[src/rtl/riscv_pkg.sv]
// Shared RV32I definitions: word type, formats, opcodes and immediate range helpers.
package riscv_pkg;

  typedef logic [31:0] bus32_t;

  typedef enum logic [2:0] {
    FMT_R, FMT_I, FMT_S, FMT_B, FMT_U, FMT_J, FMT_CSR, FMT_BAD
  } fmt_e;

  localparam logic [6:0] OP_LUI    = 7'h37;
  localparam logic [6:0] OP_AUIPC  = 7'h17;
  localparam logic [6:0] OP_ALU_I  = 7'h13;
  localparam logic [6:0] OP_ALU    = 7'h33;
  localparam logic [6:0] OP_LW     = 7'h03;
  localparam logic [6:0] OP_SW     = 7'h23;
  localparam logic [6:0] OP_BRANCH = 7'h63;
  localparam logic [6:0] OP_JAL    = 7'h6F;
  localparam logic [6:0] OP_JALR   = 7'h67;
  localparam logic [6:0] OP_CSR    = 7'h73;

  // Encoded word plus its error flag, as stored in the output FIFO.
  typedef struct packed {
    logic   err;
    bus32_t instr;
  } enc_rsp_t;

  // True when v[31:msb] are all equal, i.e. v fits a signed field of msb+1 bits.
  function automatic logic sext_ok(input bus32_t v, input int unsigned msb);
    bus32_t t;
    t = bus32_t'($signed(v) >>> msb);
    return (t == '0) || (t == '1);
  endfunction

endpackage

[src/rtl/instr_fifo.sv]
// Small synchronous FIFO with valid/ready on both sides; head entry always visible.
module instr_fifo #(
  parameter int DEPTH = 2,
  parameter int W     = 33
) (
  input  logic         clk_i,
  input  logic         rst_i,
  input  logic         push_valid_i,
  output logic         push_ready_o,
  input  logic [W-1:0] push_data_i,
  output logic         pop_valid_o,
  input  logic         pop_ready_i,
  output logic [W-1:0] pop_data_o
);

  localparam int AW = (DEPTH > 1) ? $clog2(DEPTH) : 1;
  localparam logic [AW:0] FULL_CNT = (AW+1)'(DEPTH);

  logic [W-1:0]  r_mem [DEPTH];
  logic [AW-1:0] r_wptr;
  logic [AW-1:0] r_rptr;
  logic [AW:0]   r_cnt;
  logic          w_push;
  logic          w_pop;

  assign push_ready_o = (r_cnt != FULL_CNT);
  assign pop_valid_o  = (r_cnt != '0);
  assign pop_data_o   = r_mem[r_rptr];
  assign w_push       = push_valid_i & push_ready_o;
  assign w_pop        = pop_ready_i & pop_valid_o;

  // Storage, pointers (wrap naturally, DEPTH is a power of two) and occupancy.
  always_ff @(posedge clk_i) begin
    if (rst_i) begin
      for (int i = 0; i < DEPTH; i++) r_mem[i] <= '0;
      r_wptr <= '0;
      r_rptr <= '0;
      r_cnt  <= '0;
    end else begin
      if (w_push) begin
        r_mem[r_wptr] <= push_data_i;
        r_wptr        <= r_wptr + 1'b1;
      end
      if (w_pop) r_rptr <= r_rptr + 1'b1;
      r_cnt <= r_cnt + (AW+1)'(w_push) - (AW+1)'(w_pop);
    end
  end

endmodule

[src/rtl/instr_encoder.sv]
// Packs RV32I fields and an immediate into an instruction word, flags bad immediates,
// and buffers {instr,err} in a small FIFO. Keeps push/error statistics.
module instr_encoder
  import riscv_pkg::*;
#(
  parameter int DEPTH = 2,
  parameter int CNT_W = 16
) (
  input  logic             clk_i,
  input  logic             rst_i,
  input  logic             req_valid_i,
  output logic             req_ready_o,
  input  logic [6:0]       req_opcode_i,
  input  logic [4:0]       req_rd_i,
  input  logic [4:0]       req_rs1_i,
  input  logic [4:0]       req_rs2_i,
  input  logic [2:0]       req_funct3_i,
  input  logic [6:0]       req_funct7_i,
  input  logic [31:0]      req_imm_i,
  output logic             rsp_valid_o,
  input  logic             rsp_ready_i,
  output logic [31:0]      rsp_instr_o,
  output logic             rsp_err_o,
  output logic [CNT_W-1:0] enc_cnt_o,
  output logic [CNT_W-1:0] err_cnt_o
);

  bus32_t           w_instr;
  logic             w_err;
  enc_rsp_t         w_enc;
  enc_rsp_t         w_head;
  logic             w_push;
  logic [CNT_W-1:0] r_enc_cnt;
  logic [CNT_W-1:0] r_err_cnt;

  // Field packing and range/alignment check per opcode; bad words keep their truncated encoding.
  always_comb begin
    w_instr = '0;
    w_err   = 1'b0;
    case (req_opcode_i)
      OP_LUI, OP_AUIPC: begin
        w_instr = {req_imm_i[31:12], req_rd_i, req_opcode_i};
        w_err   = |req_imm_i[11:0];
      end
      OP_ALU_I: begin
        w_instr = {req_imm_i[11:0], req_rs1_i, req_funct3_i, req_rd_i, req_opcode_i};
        w_err   = !sext_ok(req_imm_i, 11);
        // slli/srli/srai: upper imm bits carry only the srai selector
        if (req_funct3_i[1:0] == 2'b01)
          w_err = w_err | ((req_imm_i[11:5] != 7'h00) && (req_imm_i[11:5] != 7'h20));
      end
      OP_LW, OP_JALR: begin
        w_instr = {req_imm_i[11:0], req_rs1_i, req_funct3_i, req_rd_i, req_opcode_i};
        w_err   = !sext_ok(req_imm_i, 11);
      end
      OP_CSR: begin
        w_instr = {req_imm_i[11:0], req_rs1_i, req_funct3_i, req_rd_i, req_opcode_i};
        w_err   = |req_imm_i[31:12];
      end
      OP_SW: begin
        w_instr = {req_imm_i[11:5], req_rs2_i, req_rs1_i, req_funct3_i, req_imm_i[4:0],
                   req_opcode_i};
        w_err   = !sext_ok(req_imm_i, 11);
      end
      OP_BRANCH: begin
        w_instr = {req_imm_i[12], req_imm_i[10:5], req_rs2_i, req_rs1_i, req_funct3_i,
                   req_imm_i[4:1], req_imm_i[11], req_opcode_i};
        w_err   = !sext_ok(req_imm_i, 12) | req_imm_i[0];
      end
      OP_JAL: begin
        w_instr = {req_imm_i[20], req_imm_i[10:1], req_imm_i[11], req_imm_i[19:12],
                   req_rd_i, req_opcode_i};
        w_err   = !sext_ok(req_imm_i, 20) | req_imm_i[0];
      end
      OP_ALU: begin
        w_instr = {req_funct7_i, req_rs2_i, req_rs1_i, req_funct3_i, req_rd_i, req_opcode_i};
      end
      default: begin
        w_instr = '0;
        w_err   = 1'b1;
      end
    endcase
  end

  assign w_enc.err   = w_err;
  assign w_enc.instr = w_instr;
  assign w_push      = req_valid_i & req_ready_o;

  instr_fifo #(
    .DEPTH (DEPTH),
    .W     ($bits(enc_rsp_t))
  ) u_fifo (
    .clk_i        (clk_i),
    .rst_i        (rst_i),
    .push_valid_i (req_valid_i),
    .push_ready_o (req_ready_o),
    .push_data_i  (w_enc),
    .pop_valid_o  (rsp_valid_o),
    .pop_ready_i  (rsp_ready_i),
    .pop_data_o   (w_head)
  );

  assign rsp_instr_o = w_head.instr;
  assign rsp_err_o   = w_head.err;

  // Saturating statistics, counted on every accepted push.
  always_ff @(posedge clk_i) begin
    if (rst_i) begin
      r_enc_cnt <= '0;
      r_err_cnt <= '0;
    end else if (w_push) begin
      if (r_enc_cnt != '1)          r_enc_cnt <= r_enc_cnt + 1'b1;
      if (w_err && r_err_cnt != '1) r_err_cnt <= r_err_cnt + 1'b1;
    end
  end

  assign enc_cnt_o = r_enc_cnt;
  assign err_cnt_o = r_err_cnt;

endmodule
[config.mk]
export PLATFORM = sky130hd
export DESIGN_NAME = instr_encoder
export DESIGN_NICKNAME = d
export VERILOG_FILES = /design/src/rtl/riscv_pkg.sv /design/src/rtl/instr_fifo.sv /design/src/rtl/instr_encoder.sv
export SDC_FILE = /design/constraint.sdc
export NUM_CORES = 1
export LEC_CHECK = 0
export CORE_UTILIZATION = 40
export CTS_BUF_LIST = sky130_fd_sc_hd__clkbuf_2 sky130_fd_sc_hd__clkbuf_4 sky130_fd_sc_hd__clkbuf_8
export CTS_CLUSTER_SIZE = 24
export DETAILED_ROUTE_END_ITERATION = 16
export MAX_ROUTING_LAYER = met4
export PLACE_DENSITY = 0.67
export SLEW_MARGIN = 20
export SYNTH_ARGS = -nofsm -noshare
export SYNTH_HDL_FRONTEND = slang
export SYNTH_SLANG_ARGS = --single-unit
[constraint.sdc]
create_clock -name clk_i -period 5.45 [get_ports clk_i]
set_clock_uncertainty 0.2 [all_clocks]
set_input_delay 1.09 -clock clk_i [delete_from_list [all_inputs] [get_ports clk_i]]
set_output_delay 1.09 -clock clk_i [all_outputs]
set_load 0.02 [all_outputs]
### Word level (Yosys, flattened, before mapping)

Memories as Yosys holds them, arrays and structs flattened. A register that Yosys moved wholly into a read port is not among the register bits.
Cells that the tools add are included.

* add/subtract/negate cells: 6
* eq/ne operators: 18
* mux-type cells: 13
* bitwise logic cells: 5
* reductions and logical operators: 21

Operator list (number)
* case mux 32 bit (6 select lines): 1
* == test 32 bit (second input constant): 3
* logical NOT 32 bit: 3
* 2-to-1 mux 33 bit: 1
* OR reduction 33 bit: 1
* adder 16 x 1 -> 16 bit (second input constant): 2
* != test 16 bit (second input constant): 2
* == test 7 bit (second input constant): 4
* == test 7 x 6 -> 1 bit (second input constant): 3
* OR reduction 20 bit: 1
* == test 7 x 5 -> 1 bit (second input constant): 2
* OR reduction 12 bit: 1
* 2-to-1 mux 1 bit: 10
* == test 7 x 2 -> 1 bit (second input constant): 1
* != test 7 x 6 -> 1 bit (second input constant): 1
* case mux 1 bit (7 select lines): 1
* nonzero test 7 bit: 1
* AND reduction 2 bit: 2
* OR reduction 4 bit: 1
* logical NOT 1 bit: 3
* logical OR 1 bit: 3
* OR 1 bit: 3
* OR reduction 3 bit: 1
* adder 1 bit (second input constant): 2
* other kinds (8): 10

* register bits: 36
* RAM bits: 66
* output and inout port bits: 67
* logic and storage cells: 69
* memories kept: 1

Memories
* u_fifo.r_mem: words 2, bits a word 33, rd ports 1, clocked after memory_dff 1, wr ports 2, line instr_fifo.sv:19 `logic [W-1:0] r_mem [DEPTH];`

### Logic depth before layout (Yosys ltp)

* word-level depth: 8
* gate-level depth with buffers: 11
* mapped depth without buffers: 8

### Hierarchy

From an unflattened synthesis, not the netlist that was laid out.

* cells, all modules: 547
* area total of the unflattened synthesis: 5444.0 um^2

By module, submodules not included
* instr_fifo: times used 1, cells each 241, area each 3149.3 um^2
* instr_encoder: times used 1, cells each 306, area each 2294.7 um^2

### Worst setup path after synthesis

OpenSTA, ideal clock, no wires.

* path kind: input port to flip-flop
* from: input req_valid_i
* to: memory u_fifo.r_mem[0][0], enable pin
* arrival time: 2.765 ns
* data required time: 4.820 ns
* path slack: 2.055 ns
* cell stages on the path: 2
* buffers on the path: 0
* cell sequence: nand2_1 > o21bai_1

RTL lines
* start, declared: line instr_encoder.sv:11 `input logic req_valid_i,`
* end, declared: line instr_fifo.sv:19

### Worst setup path in the final report

* from: input req_opcode_i[2]
* to: register r_err_cnt[15] (netlist: err_cnt_o[15])

* word-level cells in the longest chain between the ends: 5
* elaborated cells on any way between the ends: 15
* classes of those cells: eq/ne (10); mux (1); reduce/logical (4)

RTL lines
* start, declared: line instr_encoder.sv:13 `input logic [6:0] req_opcode_i,`
* == test 7 x 6 -> 1 bit (tied with other cells): line instr_encoder.sv:40 `case (req_opcode_i)`
* OR reduction 3 bit (no line) or OR reduction 2 bit (tied branches)
* case mux 1 bit (7 select lines) *: line instr_encoder.sv:40
* logical AND 1 bit *: line instr_encoder.sv:113 `if (w_err && r_err_cnt != '1) r_err_cnt <= r_err_cnt + 1'b1;`
* AND reduction 2 bit (no line) *
* end signal, assigned: line instr_encoder.sv:113
* end, declared: line instr_encoder.sv:34 `logic [CNT_W-1:0] r_err_cnt;`

Mark *: on every way between the ends. The rest lies on a longest branch, timed or not.
A chain may end at the register's enable or synchronous reset.

==> impl_metrics.csv <==
group,metric,value,unit
worst_setup_path,worst-setup-path-type,"input pin to flip-flop",
clock_network,clk_latency,0.36,ns
sta,fin_crit,4.06,ns
sta,fin_crit_sh,0.744,
synth,yosysWarnings,0,
floorplan,rows,41,
clock_network,cts_tree,"yes",
drt,wl,14.4,mm
global_routing,antenna_found_initial,0,
sta,final-setup-viol-count,0,
clock_network,cts.sinks,103,
floorplan,die_y,116,um
drt,initialDrtViolationCount,583,
global_routing,grt_pass1_vias,4237,
sta,drv_slew,0,
run,maxCapViolations,0,
sta,tns,0,ns
synth,seq_area_frac_synth,0.521,
worst_setup_path,worstPathMaxFanout,26,
worst_setup_path,crit_path_end_kind,"flip-flop",
clock_network,cts_buffer_depth,2,
worst_setup_path,r2r_slack,2.87,ns
worst_setup_path,critical-path-max-stage-delay,0.80,ns
floorplan,dieArea,13500,sq um
synth,avgSynthCellArea,10.4,sq um
drt,remaining_drc_errors,0,
synth,synthAdderAreaFrac,0.00958,
synth,synth_edf_count,66,
clock_network,clockRootBuffer,"clkbuf_8",
clock_network,cts.htree.levels,3,
floorplan,initial_core_util,0.412,
worst_setup_path,cp.arrival,4.15,ns
synth,synth_top_family_by_area,"simple AND/OR/NAND/NOR gates",
clock_network,ctsResizeCount,0,
global_routing,grt_max_degree,41,
min_path,hp-class,"flip-flop to flip-flop",
synth,synth_compound_area_frac,0.116,
synth,synthDistinctLibCells,56,
drt,postRouteAntennaNets,0,
placed_design,gp_congestion,0.838,
clock_network,cts_setup_buffers,0,
drt,topRoutingLayerUsed,"met4",
drt,drtPass1Iterations,5,
worst_setup_path,cp_slowest_cell,"clkdlybuf4s50_1",
synth,synthCells,501,
sta,clock.fmax,0.246,GHz
global_routing,grt_use_total,0.219,
drt,wl_per_cell,17.9,um
sta,rsz0062_at_grt,"false",
power_and_ir_drop,vdd_drop_max,0.000155,V
synth,synth_mux_area_frac,0.0771,
floorplan,die_w,116,um
power_and_ir_drop,pwr_density_cell,300,nW/um^2
synth,synthSimpleGateAreaFrac,0.208,
sta,max_slew.worst_pin.slew,0.856,ns
finish,n_antenna_cell,0,
global_routing,grt_pass1_wl,21.8,mm
clock_network,cts_buffers,9,
status,run_status,"complete, no violations",
clock_network,postCtsHoldBufs,0,
synth,synth_fp_nets,573,
finish,final_util,0.542,
placed_design,place_hpwl,10.1,mm
worst_setup_path,cp_data_required_time,5.54,ns
sta,relSlewSlack,0.430,
worst_setup_path,path_cells,"clkdlybuf4s50_1 -> and4b_1 -> nand3_1 -> a21oi_1 -> nor4b_4 -> o31ai_4 -> o21ai_0 -> a21oi_1",
finish,nNetsFinal,698,
drt,routed-wl-met2,6.61,mm
synth,async_flop_share,0,
synth,ys_ff_latch,103,
drt,wl_met1,6.29,mm
floorplan,core-area,12700,sq um
power_and_ir_drop,power,2.06,mW
synth,ys.flop_type,"edfxtp_1",
global_routing,grt_overflow,0,
clock_network,cts.clk_slew.worst_paths,0.09,ns
finish,syn2layout_area_growth,31.5,%
synth,syn-cell-area,5230,sq um
power_and_ir_drop,leakage,2.33,nW
synth,synthXorXnorAreaFrac,0.0335,
drt,wl_met3,1.29,mm
drt,routed-via-count,4461,
placed_design,port_buffers,134,
finish,drive_above_1_share,0.116,
drt,vias_per_cell,5.56,
worst_setup_path,cp_common_cell,"a21oi_1",
floorplan,num_io_pins,135,
sta,hold_violations,0,
worst_setup_path,start_kind,"input pin",
## placed cells by master (no fill, tap or decap), types with 10 or more instances in the layout
cell type        Yosys  layout
a21oi_1             22      22
a222oi_1            11      11
a22oi_1             14      14
clkdlybuf4s50_1      0     134
dfxtp_1             37      37
edfxtp_1            66      66
mux2_2              34      34
nand2_1             25      25
nand3_1             16      16
nand4_1             10      10
nor2_1              97      97
o21ai_0             14      14
or3_1               16      16
xor2_1              14      14
## worst max-delay path: cells and delay by family
family                 cells  cell delay, ns
buffers and inverters      1            0.80
and+or+nand+nor            3            0.79
AOI/OAI and AO/OA          4            1.46
## where the power goes
part | switching [mW] | leakage, nW | internal (mW) | total [mW]
logic | 0.357 | 1.25 | 0.328 | 0.684
registers | 0.0298 | 1.00 | 0.914 | 0.944
clock network | 0.266 | 0.0781 | 0.166 | 0.432
total | 0.652 | 2.33 | 1.41 | 2.06
## worst paths after layout
kind / from / end / cells after the start
worst max-delay path: req_opcode_i[2] / err_cnt_o[15] / 8
worst min-delay path: enc_cnt_o[5] / enc_cnt_o[5] / 2
worst max register to register: u_fifo.r_cnt[0] / u_fifo.r_mem[1][26] / 7
worst min register to register: enc_cnt_o[5] / enc_cnt_o[5] / 2
## registers in the layout, summed over array words and instances (netlist names), named ones only
register / cells
u_fifo.r_rptr: 1
u_fifo.r_wptr: 1
enc_cnt_o: 16
u_fifo.r_mem: 66
err_cnt_o: 16
u_fifo.r_cnt: 2
## area by class of cell
cell class / count / area, sq um
repair buffers: 143 / 1410
clock inverters: 7 / 47.5
inverters: 8 / 30.0
fillers: 1185 / 5800
clock buffers: 9 / 124
well taps: 172 / 215
multi-input cells: 361 / 2320
flip-flops and latches: 103 / 2720
## cells in the mapped netlist (3+ instances only)
cell | count | area share
o21ai_0 | 14 | 0.013
o31a_1 | 3 | 0.0050
mux2_2 | 34 | 0.073
a21oi_1 | 22 | 0.021
nor3_1 | 4 | 0.0038
nand3_1 | 16 | 0.015
a211oi_1 | 3 | 0.0043
or3_1 | 16 | 0.019
a22oi_1 | 14 | 0.020
clkbuf_1 | 20 | 0.014
nor2_1 | 97 | 0.070
and4_1 | 4 | 0.0067
nor4_1 | 9 | 0.011
xnor2_1 | 6 | 0.010
nor2b_1 | 3 | 0.0036
nand2_1 | 25 | 0.018
and2_1 | 3 | 0.0036
o21ai_1 | 4 | 0.0038
buf_6 | 4 | 0.0086
and3_1 | 6 | 0.0072
edfxtp_1 | 66 | 0.38
nand4_1 | 10 | 0.012
nand2b_1 | 5 | 0.0060
xor2_1 | 14 | 0.023
ha_1 | 4 | 0.0096
inv_1 | 8 | 0.0057
a222oi_1 | 11 | 0.021
or2_2 | 4 | 0.0048
dfxtp_1 | 37 | 0.14
buf_2 | 4 | 0.0038
## per-stage QoR
step                      hold WS (ns)  cells  setup slack [ns]  area (sq um)
after floorplan                  0.281    501              2.06          5230
after global placement           0.285    787              1.21          6700
after detailed placement         0.305    787              1.09          6700
after CTS                        0.320    803              1.45          6870
after global routing             0.347    803              1.15          6870
final                            0.313    803              1.39          6870
## layer usage
layer  vias to the layer above  global-route usage
li1                       2099                   -
met1                      2165               0.277
met2                       182               0.345
met3                        15              0.0618
met4                         0              0.0530
met5                         -                   -
## kinds of logic after synthesis
logic type | Yosys count
buf+inv | 37
mux | 36
xor+xnor | 20
fa+ha+maj | 4
simple gates | 214
compound gates | 87
flops | 103
Power figures use the tool's default switching activity.
